==> config.mk <==
export PLATFORM = sky130hd
export DESIGN_NAME = cc_level_sequencer
export DESIGN_NICKNAME = d
export VERILOG_FILES = /design/src/rtl/cc_level_sequencer_pkg.sv /design/src/rtl/cc_level_sequencer_edge_detect.sv /design/src/rtl/cc_level_sequencer.sv
export SDC_FILE = /design/constraint.sdc
export NUM_CORES = 1
export LEC_CHECK = 0
export CAP_MARGIN = 10
export CORE_MARGIN = 5
export CORE_UTILIZATION = 45
export DETAILED_ROUTE_END_ITERATION = 10
export DONT_BUFFER_PORTS = 1
export GPL_TIMING_DRIVEN = 1
export PLACE_DENSITY = 0.59
export SLEW_MARGIN = 5
export SYNTH_ARGS = -nofsm -noshare
export SYNTH_HDL_FRONTEND = slang
export SYNTH_SLANG_ARGS = --single-unit
==> constraint.sdc <==
create_clock -name CC_LEVEL_SEQUENCER_CLOCK_50 -period 2.4 [get_ports CC_LEVEL_SEQUENCER_CLOCK_50]
set_input_delay 0.48 -clock CC_LEVEL_SEQUENCER_CLOCK_50 [delete_from_list [all_inputs] [get_ports CC_LEVEL_SEQUENCER_CLOCK_50]]
set_output_delay 0.48 -clock CC_LEVEL_SEQUENCER_CLOCK_50 [all_outputs]
set_load 0.02 [all_outputs]
==> src/rtl/cc_level_sequencer_pkg.sv <==
`default_nettype none
// ============================================================================
//  Module      : cc_level_sequencer_pkg
//  Description : Shared state encoding for the level sequencer. The numeric
//                codes are visible on the debug state output, so they are
//                fixed here once.
//  Revision    : 1.0  initial release
// ============================================================================
package cc_level_sequencer_pkg;

  localparam int STATE_W = 3;

  typedef enum logic [STATE_W-1:0] {
    ST_IDLE     = 3'd0,
    ST_PLAYING  = 3'd1,
    ST_ADVANCE  = 3'd2,
    ST_WIN      = 3'd3,
    ST_GAMEOVER = 3'd4
  } state_e;

  // A restart is honoured from every state that is waiting for the player.
  function automatic logic accepts_start(input state_e s);
    return (s == ST_IDLE) || (s == ST_WIN) || (s == ST_GAMEOVER);
  endfunction

endpackage
`default_nettype wire

==> src/rtl/cc_level_sequencer_edge_detect.sv <==
`default_nettype none
// ============================================================================
//  Module      : cc_level_sequencer_edge_detect
//  Description : Rising-edge detector. One history flop plus AND-NOT; the
//                event is combinational so the consumer can act on the same
//                clock edge that samples the input.
//  Revision    : 1.0  initial release
// ============================================================================
module cc_level_sequencer_edge_detect (
  input  logic clk_i,
  input  logic rst_i,
  input  logic sig_i,
  output logic event_o
);

  logic seen_q;

  // History of the input, cleared by reset so a level held through reset fires once.
  always_ff @(posedge clk_i) begin
    if (rst_i) begin
      seen_q <= 1'b0;
    end else begin
      seen_q <= sig_i;
    end
  end

  assign event_o = sig_i & ~seen_q;

endmodule
`default_nettype wire

==> src/rtl/cc_level_sequencer.sv <==
`default_nettype none
// ============================================================================
//  Module      : cc_level_sequencer
//  Description : Owns the game level. Advances on a goal edge, clears the
//                board for a fixed hold time between levels, ends the game on
//                a crash edge and latches the win at the final level.
//  Revision    : 1.0  initial release
// ============================================================================
module cc_level_sequencer
  import cc_level_sequencer_pkg::*;
#(
  parameter int COUNTER_LEVELS_DATAWIDTH = 5,
  parameter int MAX_LEVEL                = 5,
  parameter int HOLD_CYCLES              = 16
) (
  input  logic                                CC_LEVEL_SEQUENCER_CLOCK_50,
  input  logic                                CC_LEVEL_SEQUENCER_RESET_InHigh,
  input  logic                                CC_LEVEL_SEQUENCER_start_InLow,
  input  logic                                CC_LEVEL_SEQUENCER_goal_InHigh,
  input  logic                                CC_LEVEL_SEQUENCER_crash_InHigh,
  output logic [COUNTER_LEVELS_DATAWIDTH-1:0] CC_LEVEL_SEQUENCER_level_Out,
  output logic                                CC_LEVEL_SEQUENCER_levelup_OutHigh,
  output logic                                CC_LEVEL_SEQUENCER_boardclear_OutHigh,
  output logic                                CC_LEVEL_SEQUENCER_win_OutHigh,
  output logic [STATE_W-1:0]                  CC_LEVEL_SEQUENCER_state_Out
);

  localparam int LW     = COUNTER_LEVELS_DATAWIDTH;
  localparam int HOLD_W = $clog2(HOLD_CYCLES + 1);

  localparam logic [LW-1:0]     LEVEL_MAX  = LW'(MAX_LEVEL);
  localparam logic [LW-1:0]     LEVEL_LAST = LW'(MAX_LEVEL - 1);
  localparam logic [LW-1:0]     LEVEL_ONE  = LW'(1);
  localparam logic [HOLD_W-1:0] HOLD_LAST  = HOLD_W'(HOLD_CYCLES - 1);
  localparam logic [HOLD_W-1:0] HOLD_ONE   = HOLD_W'(1);

  wire clk = CC_LEVEL_SEQUENCER_CLOCK_50;
  wire rst = CC_LEVEL_SEQUENCER_RESET_InHigh;

  logic w_start_ev;
  logic w_goal_ev;
  logic w_crash_ev;

  state_e          state_q,      state_d;
  logic [LW-1:0]   level_q,      level_d;
  logic [HOLD_W-1:0] hold_q,     hold_d;
  logic            levelup_q,    levelup_d;
  logic            boardclear_q;
  logic            win_q;

  cc_level_sequencer_edge_detect u_start_edge (
    .clk_i   (clk),
    .rst_i   (rst),
    .sig_i   (~CC_LEVEL_SEQUENCER_start_InLow),
    .event_o (w_start_ev)
  );

  cc_level_sequencer_edge_detect u_goal_edge (
    .clk_i   (clk),
    .rst_i   (rst),
    .sig_i   (CC_LEVEL_SEQUENCER_goal_InHigh),
    .event_o (w_goal_ev)
  );

  cc_level_sequencer_edge_detect u_crash_edge (
    .clk_i   (clk),
    .rst_i   (rst),
    .sig_i   (CC_LEVEL_SEQUENCER_crash_InHigh),
    .event_o (w_crash_ev)
  );

  // Next state, next level, hold countdown and the level-up pulse.
  always_comb begin
    state_d   = state_q;
    level_d   = level_q;
    hold_d    = hold_q;
    levelup_d = 1'b0;
    case (state_q)
      ST_IDLE, ST_WIN, ST_GAMEOVER: begin
        if (w_start_ev && accepts_start(state_q)) begin
          state_d = ST_PLAYING;
          level_d = '0;
        end
      end
      ST_PLAYING: begin
        // Crash wins a tie with goal: the player does not get credit for the level.
        if (w_crash_ev) begin
          state_d = ST_GAMEOVER;
        end else if (w_goal_ev) begin
          levelup_d = 1'b1;
          if (level_q == LEVEL_LAST) begin
            level_d = LEVEL_MAX;
            state_d = ST_WIN;
          end else begin
            level_d = level_q + LEVEL_ONE;
            state_d = ST_ADVANCE;
            hold_d  = '0;
          end
        end
      end
      ST_ADVANCE: begin
        // All events are dropped here; edge history keeps tracking so nothing is queued.
        if (hold_q == HOLD_LAST) begin
          state_d = ST_PLAYING;
          hold_d  = '0;
        end else begin
          hold_d = hold_q + HOLD_ONE;
        end
      end
      default: begin
        state_d = ST_IDLE;
        level_d = '0;
        hold_d  = '0;
      end
    endcase
  end

  // State, level and output flags; flags follow the next state so they stay registered.
  always_ff @(posedge clk) begin
    if (rst) begin
      state_q      <= ST_IDLE;
      level_q      <= '0;
      hold_q       <= '0;
      levelup_q    <= 1'b0;
      boardclear_q <= 1'b0;
      win_q        <= 1'b0;
    end else begin
      state_q      <= state_d;
      level_q      <= level_d;
      hold_q       <= hold_d;
      levelup_q    <= levelup_d;
      boardclear_q <= (state_d == ST_ADVANCE);
      win_q        <= (state_d == ST_WIN);
    end
  end

  assign CC_LEVEL_SEQUENCER_level_Out          = level_q;
  assign CC_LEVEL_SEQUENCER_levelup_OutHigh    = levelup_q;
  assign CC_LEVEL_SEQUENCER_boardclear_OutHigh = boardclear_q;
  assign CC_LEVEL_SEQUENCER_win_OutHigh        = win_q;
  assign CC_LEVEL_SEQUENCER_state_Out          = state_q;

endmodule
`default_nettype wire

== Word-level counts from Yosys, hierarchy flattened ==
Cells that the tools add are included.
W data, S select, Z words.
Cells by class
  add/sub/neg operators: 2
  bitwise logic cells: 10
  equality and inequality tests: 12
  reductions and logical operators: 8
  mux-type cells: 17
Operator list (number)
  $mux W5: 8
  $pmux W5 S3: 2
  $eq A3 B2 Y1 const B: 4
  $mux W3: 4
  $add A5 B1 Y5 const B: 2
  $pmux W3 S3: 1
  $reduce_and A4 Y1: 2
  $not A1 Y1: 7
  $ne A2 B2 Y1 const B: 3
  $reduce_or A3 Y1: 2
  $eq A5 B3 Y1 const B: 1
  $eq A5 B4 Y1 const B: 1
  $and A1 B1 Y1: 3
  $eq A3 B1 Y1 const B: 1
  $eq A3 B3 Y1 const B: 1
  $logic_not A3 Y1: 1
  $logic_or A1 B1 Y1: 2
  $mux W1: 2
  $ne A2 B1 Y1 const B: 1
  $logic_and A1 B1 Y1: 1
Word-level totals
  logic and storage cells: 58
  input port bits: 5
  flip-flop bits (word level): 19
  output and inout bits: 11

== Logic depth before layout (Yosys ltp) ==
  depth after elaboration: 7
  depth in mapped cells: 7
  gate-level depth less buffers: 7

== Cells and area by module ==
A second synthesis with hierarchy kept.
Second synthesis, totals
  cell total of the unflattened synthesis: 107
  area, all modules: 1039.7 µm²
Modules (own cells, without submodules)
  cc_level_sequencer: instances 1, cells each 98, area each 897.1 µm², seq. area each 320.3 µm²
  cc_level_sequencer_edge_detect: instances 3, cells each 3, area each 47.5 µm², seq. area each 20.0 µm²

== Least setup slack after synthesis ==
No wires, ideal clock.
  path type: input port to flip-flop
  start point: input port CC_LEVEL_SEQUENCER_crash_InHigh
  end point: register level_q[4], in the netlist CC_LEVEL_SEQUENCER_level_Out[4]
  arrival: 1.771 ns
  path buffers: 0
  path slack: 0.558 ns
  data required time: 2.329 ns
  stages on the path: 5
  setup time: 0.071 ns
  path through: nor2b_4 > or2_4 > a221o_1 > or4_1 > a21oi_1
Between the ends
  cells in the longest elaborated chain, start to end: 3
Ends and longest elaborated chain
  from (decl): line cc_level_sequencer.sv:20  | input logic CC_LEVEL_SEQUENCER_crash_InHigh,
  $and A1 B1 Y1: line cc_level_sequencer_edge_detect.sv:27  | assign event_o = sig_i & ~seen_q;
  $ne A2 B2 Y1 (no line)
  $reduce_and A4 Y1 (no line)
  to (signal assigned): line cc_level_sequencer.sv:129  | level_q <= level_d;
  to (decl): line cc_level_sequencer.sv:45  | logic [LW-1:0] level_q, level_d;
No other way between the ends.
A chain may end at the register's enable or synchronous reset.

== Worst setup path after layout ==
  start point: register state_q[1], in the netlist CC_LEVEL_SEQUENCER_state_Out[1]
  end point: register level_q[4], in the netlist CC_LEVEL_SEQUENCER_level_Out[4]
Between the ends
  cells in the longest elaborated chain, start to end: 6
  elaborated cells on any way between the ends: 15
  those cells by class: eq/ne (7); mux (1); bitwise (1); reduce/logical (6)
Ends and longest elaborated chain
  from (decl): line cc_level_sequencer.sv:44  | state_e state_q, state_d;
  from (signal assigned): line cc_level_sequencer.sv:128  | state_q <= state_d;
  $eq A3 B2 Y1 / $logic_not A3 Y1 (equally long branches): line cc_level_sequencer_pkg.sv:23, cc_level_sequencer.sv:78
  $logic_or A1 B1 Y1 (2 in series): line cc_level_sequencer_pkg.sv:23  | return (s == ST_IDLE) || (s == ST_WIN) || (s == ST_GAMEOVER);
  $logic_and A1 B1 Y1: line cc_level_sequencer.sv:80  | if (w_start_ev && accepts_start(state_q)) begin
  $ne A2 B2 Y1 (no line)
  $reduce_and A4 Y1 (no line)
Several ways; a longest one is shown, not always the timed one.

==> impl_metrics.env <==
export IMPL_seq_area_frac_synth_pct=42.2
export IMPL_cts_setup_buffers=0
export IMPL_peakVddDrop_uv=384
export IMPL_die_h_um=54.8
export IMPL_path_class="reg2reg"
export IMPL_cts_sinks=19
export IMPL_power_leakage_nw=0.367
export IMPL_placed_cell_area_um2=958
export IMPL_r2r_start="CC_LEVEL_SEQUENCER_state_Out[1]"
export IMPL_num_vias=764
export IMPL_antenna_cells=0
export IMPL_ys_types=36
export IMPL_critPathLaunchType="register"
export IMPL_cts_tree="yes"
export IMPL_hp_class="in2reg"
export IMPL_yosys_top_cells_area="dfxtp_1, a21oi_1, ha_1"
export IMPL_drive_gt1_share_pct=15.6
export IMPL_die_area_mm2=0.00300
export IMPL_layout_common_cells="dfxtp_1, nor2_1, a21oi_1"
export IMPL_place_congestion=0.802
export IMPL_clock_latency_ns=0.30
export IMPL_async_reset_ff_share_pct=0
export IMPL_hold_depth=1
export IMPL_hold_viol=0
export IMPL_synth_top_area_share_pct=42.2
export IMPL_holdWs_ns=0.235
export IMPL_grt_use_total_pct=14.8
export IMPL_critPathArrivalTime_ns=2.16
export IMPL_syn_nets=111
export IMPL_clock_tree_htree_level_count=1
export IMPL_worstHoldStart="CC_LEVEL_SEQUENCER_RESET_InHigh"
export IMPL_avgSynthCellArea_um2=8.76
export IMPL_finalInstanceArea_um2=985
export IMPL_drtAntennaViolNets=0
export IMPL_rows=16
export IMPL_drtPass1Iterations=4
export IMPL_routedWlPerCell_um=14.2
export IMPL_cts_resized=0
export IMPL_grt_max_degree=17
export IMPL_start_util_pct=46.5
export IMPL_max_freq_mhz=520
export IMPL_slew_headroom_pct=56.0
export IMPL_drv_cap=0
export IMPL_setup_viol=0
export IMPL_numPortBuffers=0
export IMPL_core_area_mm2=0.00194
export IMPL_synthCells=103
export IMPL_rr_worst_depth=5
export IMPL_ctsHoldBuffers=0
export IMPL_synth_edff_count=0
export IMPL_grt_overflow=0
export IMPL_cts_max_path_buffers=2
export IMPL_synth_seq_cells=19
export IMPL_grt_pass1_wl_mm=3.08
export IMPL_clkTransAtPathRegs_ns=0.10
export IMPL_cts_buffers=3
export IMPL_endpoint_kind="register"
export IMPL_period_share_pct=80.2
export IMPL_viasPerCell=5.62
export IMPL_die_w_um=54.8
export IMPL_critPathRequiredTime_ns=2.64
export IMPL_syn2layout_area_growth_pct=9.15
export IMPL_routed_wl_mm=1.94
export IMPL_powerDensity_mw_per_mm2=580
export IMPL_yosys_area_top_type="dfxtp_1"
export IMPL_critPathSlowestCell="dfxtp_1"
export IMPL_finalSetupTns_ns=0
export IMPL_grt_pass1_vias=720
export IMPL_cts_root_buf="clkbuf_4"
export IMPL_skew_ns=0.00168
export IMPL_ioPinCount=16
export IMPL_antenna_found_initial=0
export IMPL_synthFlopType="dfxtp_1"
export IMPL_crit_chain="nor2_2, and2_4, a221o_1, or4_1, a21oi_1"
export IMPL_cpPeakStageDelay_ns=0.60
export IMPL_post_route_min_period_ns=1.92
export IMPL_drv_slew=0
export IMPL_startpoint="CC_LEVEL_SEQUENCER_state_Out[1]"
export IMPL_rsz0062_at_grt="false"
export IMPL_tightest_slew_ns=0.660
export IMPL_mostFrequentLayoutCell="dfxtp_1"
export IMPL_syn_cell_area_um2=902
export IMPL_first_iter_violations=13
export IMPL_drc=0
export IMPL_nets=118
export IMPL_status="finished, final reports clean"
export IMPL_critPathMaxFanout=8
export IMPL_synth_warning_count=0
export IMPL_hpwl_mm=1.41
==> cells by family after synthesis <==
family	Yosys count	share of synthesized area (%)
AO/OA/AOI/OAI	26	18.9
buffers and inverters	5	2.08
adder cells (fa/ha/maj)	3	4.16
multiplexers	1	1.11
AND/OR/NAND/NOR	49	31.6
flip-flops	19	42.2
==> worst paths after layout <==
path	to	slack (ns)
max	CC_LEVEL_SEQUENCER_level_Out[4]	0.48
min	CC_LEVEL_SEQUENCER_level_Out[1]	0.23
max reg2reg	CC_LEVEL_SEQUENCER_level_Out[4]	0.48
min reg2reg	hold_q[4]	0.49
==> registers in the layout (all words and copies together), names as in the netlist <==
signal	flops
CC_LEVEL_SEQUENCER_state_Out	3
u_goal_edge.seen_q	1
u_start_edge.seen_q	1
hold_q	5
CC_LEVEL_SEQUENCER_level_Out	5
u_crash_edge.seen_q	1
CC_LEVEL_SEQUENCER_levelup_OutHigh	1
CC_LEVEL_SEQUENCER_win_OutHigh	1
CC_LEVEL_SEQUENCER_boardclear_OutHigh	1
==> worst max-delay path: cells and delay by family (launching register included) <==
family / cells / cell delay (ns)
compound gates: 2 / 0.52
flops: 1 / 0.60
simple gates: 3 / 0.75
==> through the flow <==
step,util [%],setup slack (ns),std cells,power [mW]
finish,50.7,0.476,136,0.571
global route,50.7,0.328,136,0.607
CTS,50.7,0.461,136,0.581
detailed placement,49.4,0.487,132,0.416
global placement,49.4,0.499,132,0.416
floorplan,-,0.558,103,0.400
==> metal layers <==
| metal | up-vias | wire length [um] | global-route usage [%] |
|---|---|---|---|
| li1 | 384 | - | - |
| met1 | 352 | 795 | 16.2 |
| met2 | 23 | 959 | 24.8 |
| met3 | 5 | 131 | 3.54 |
| met4 | 0 | 50 | 9.96 |
| met5 | - | 0 | 0 |
==> area by class of cell <==
class                      count  area, um2
fill                         205        957
multi-input combinational     79        503
sequential                    19        380
tap                           27       33.8
timing repair buffer           4       30.0
clock buffer                   4       26.3
inverter                       3       11.3
==> cell usage after synthesis, drive strengths merged (2+ instances only) <==
cell / n
and2b: 2
nor3b: 2
clkbuf: 2
o311a: 2
and2: 2
ha: 3
a21oi: 9
dfxtp: 19
nand2: 8
nor3: 4
or2: 3
nor2: 11
o21ai: 6
a22oi: 2
inv: 3
nand3: 6
nor2b: 5
==> report_power, final <==
part           total (mW)  leakage [nW]  internal (mW)  switching (mW)
Sequential          0.333         0.154          0.323         0.00970
Combinational      0.0759         0.197         0.0325          0.0433
Clock               0.162        0.0150         0.0648          0.0974
Total               0.571         0.367          0.421           0.150
(Power assumes the default switching activity.)
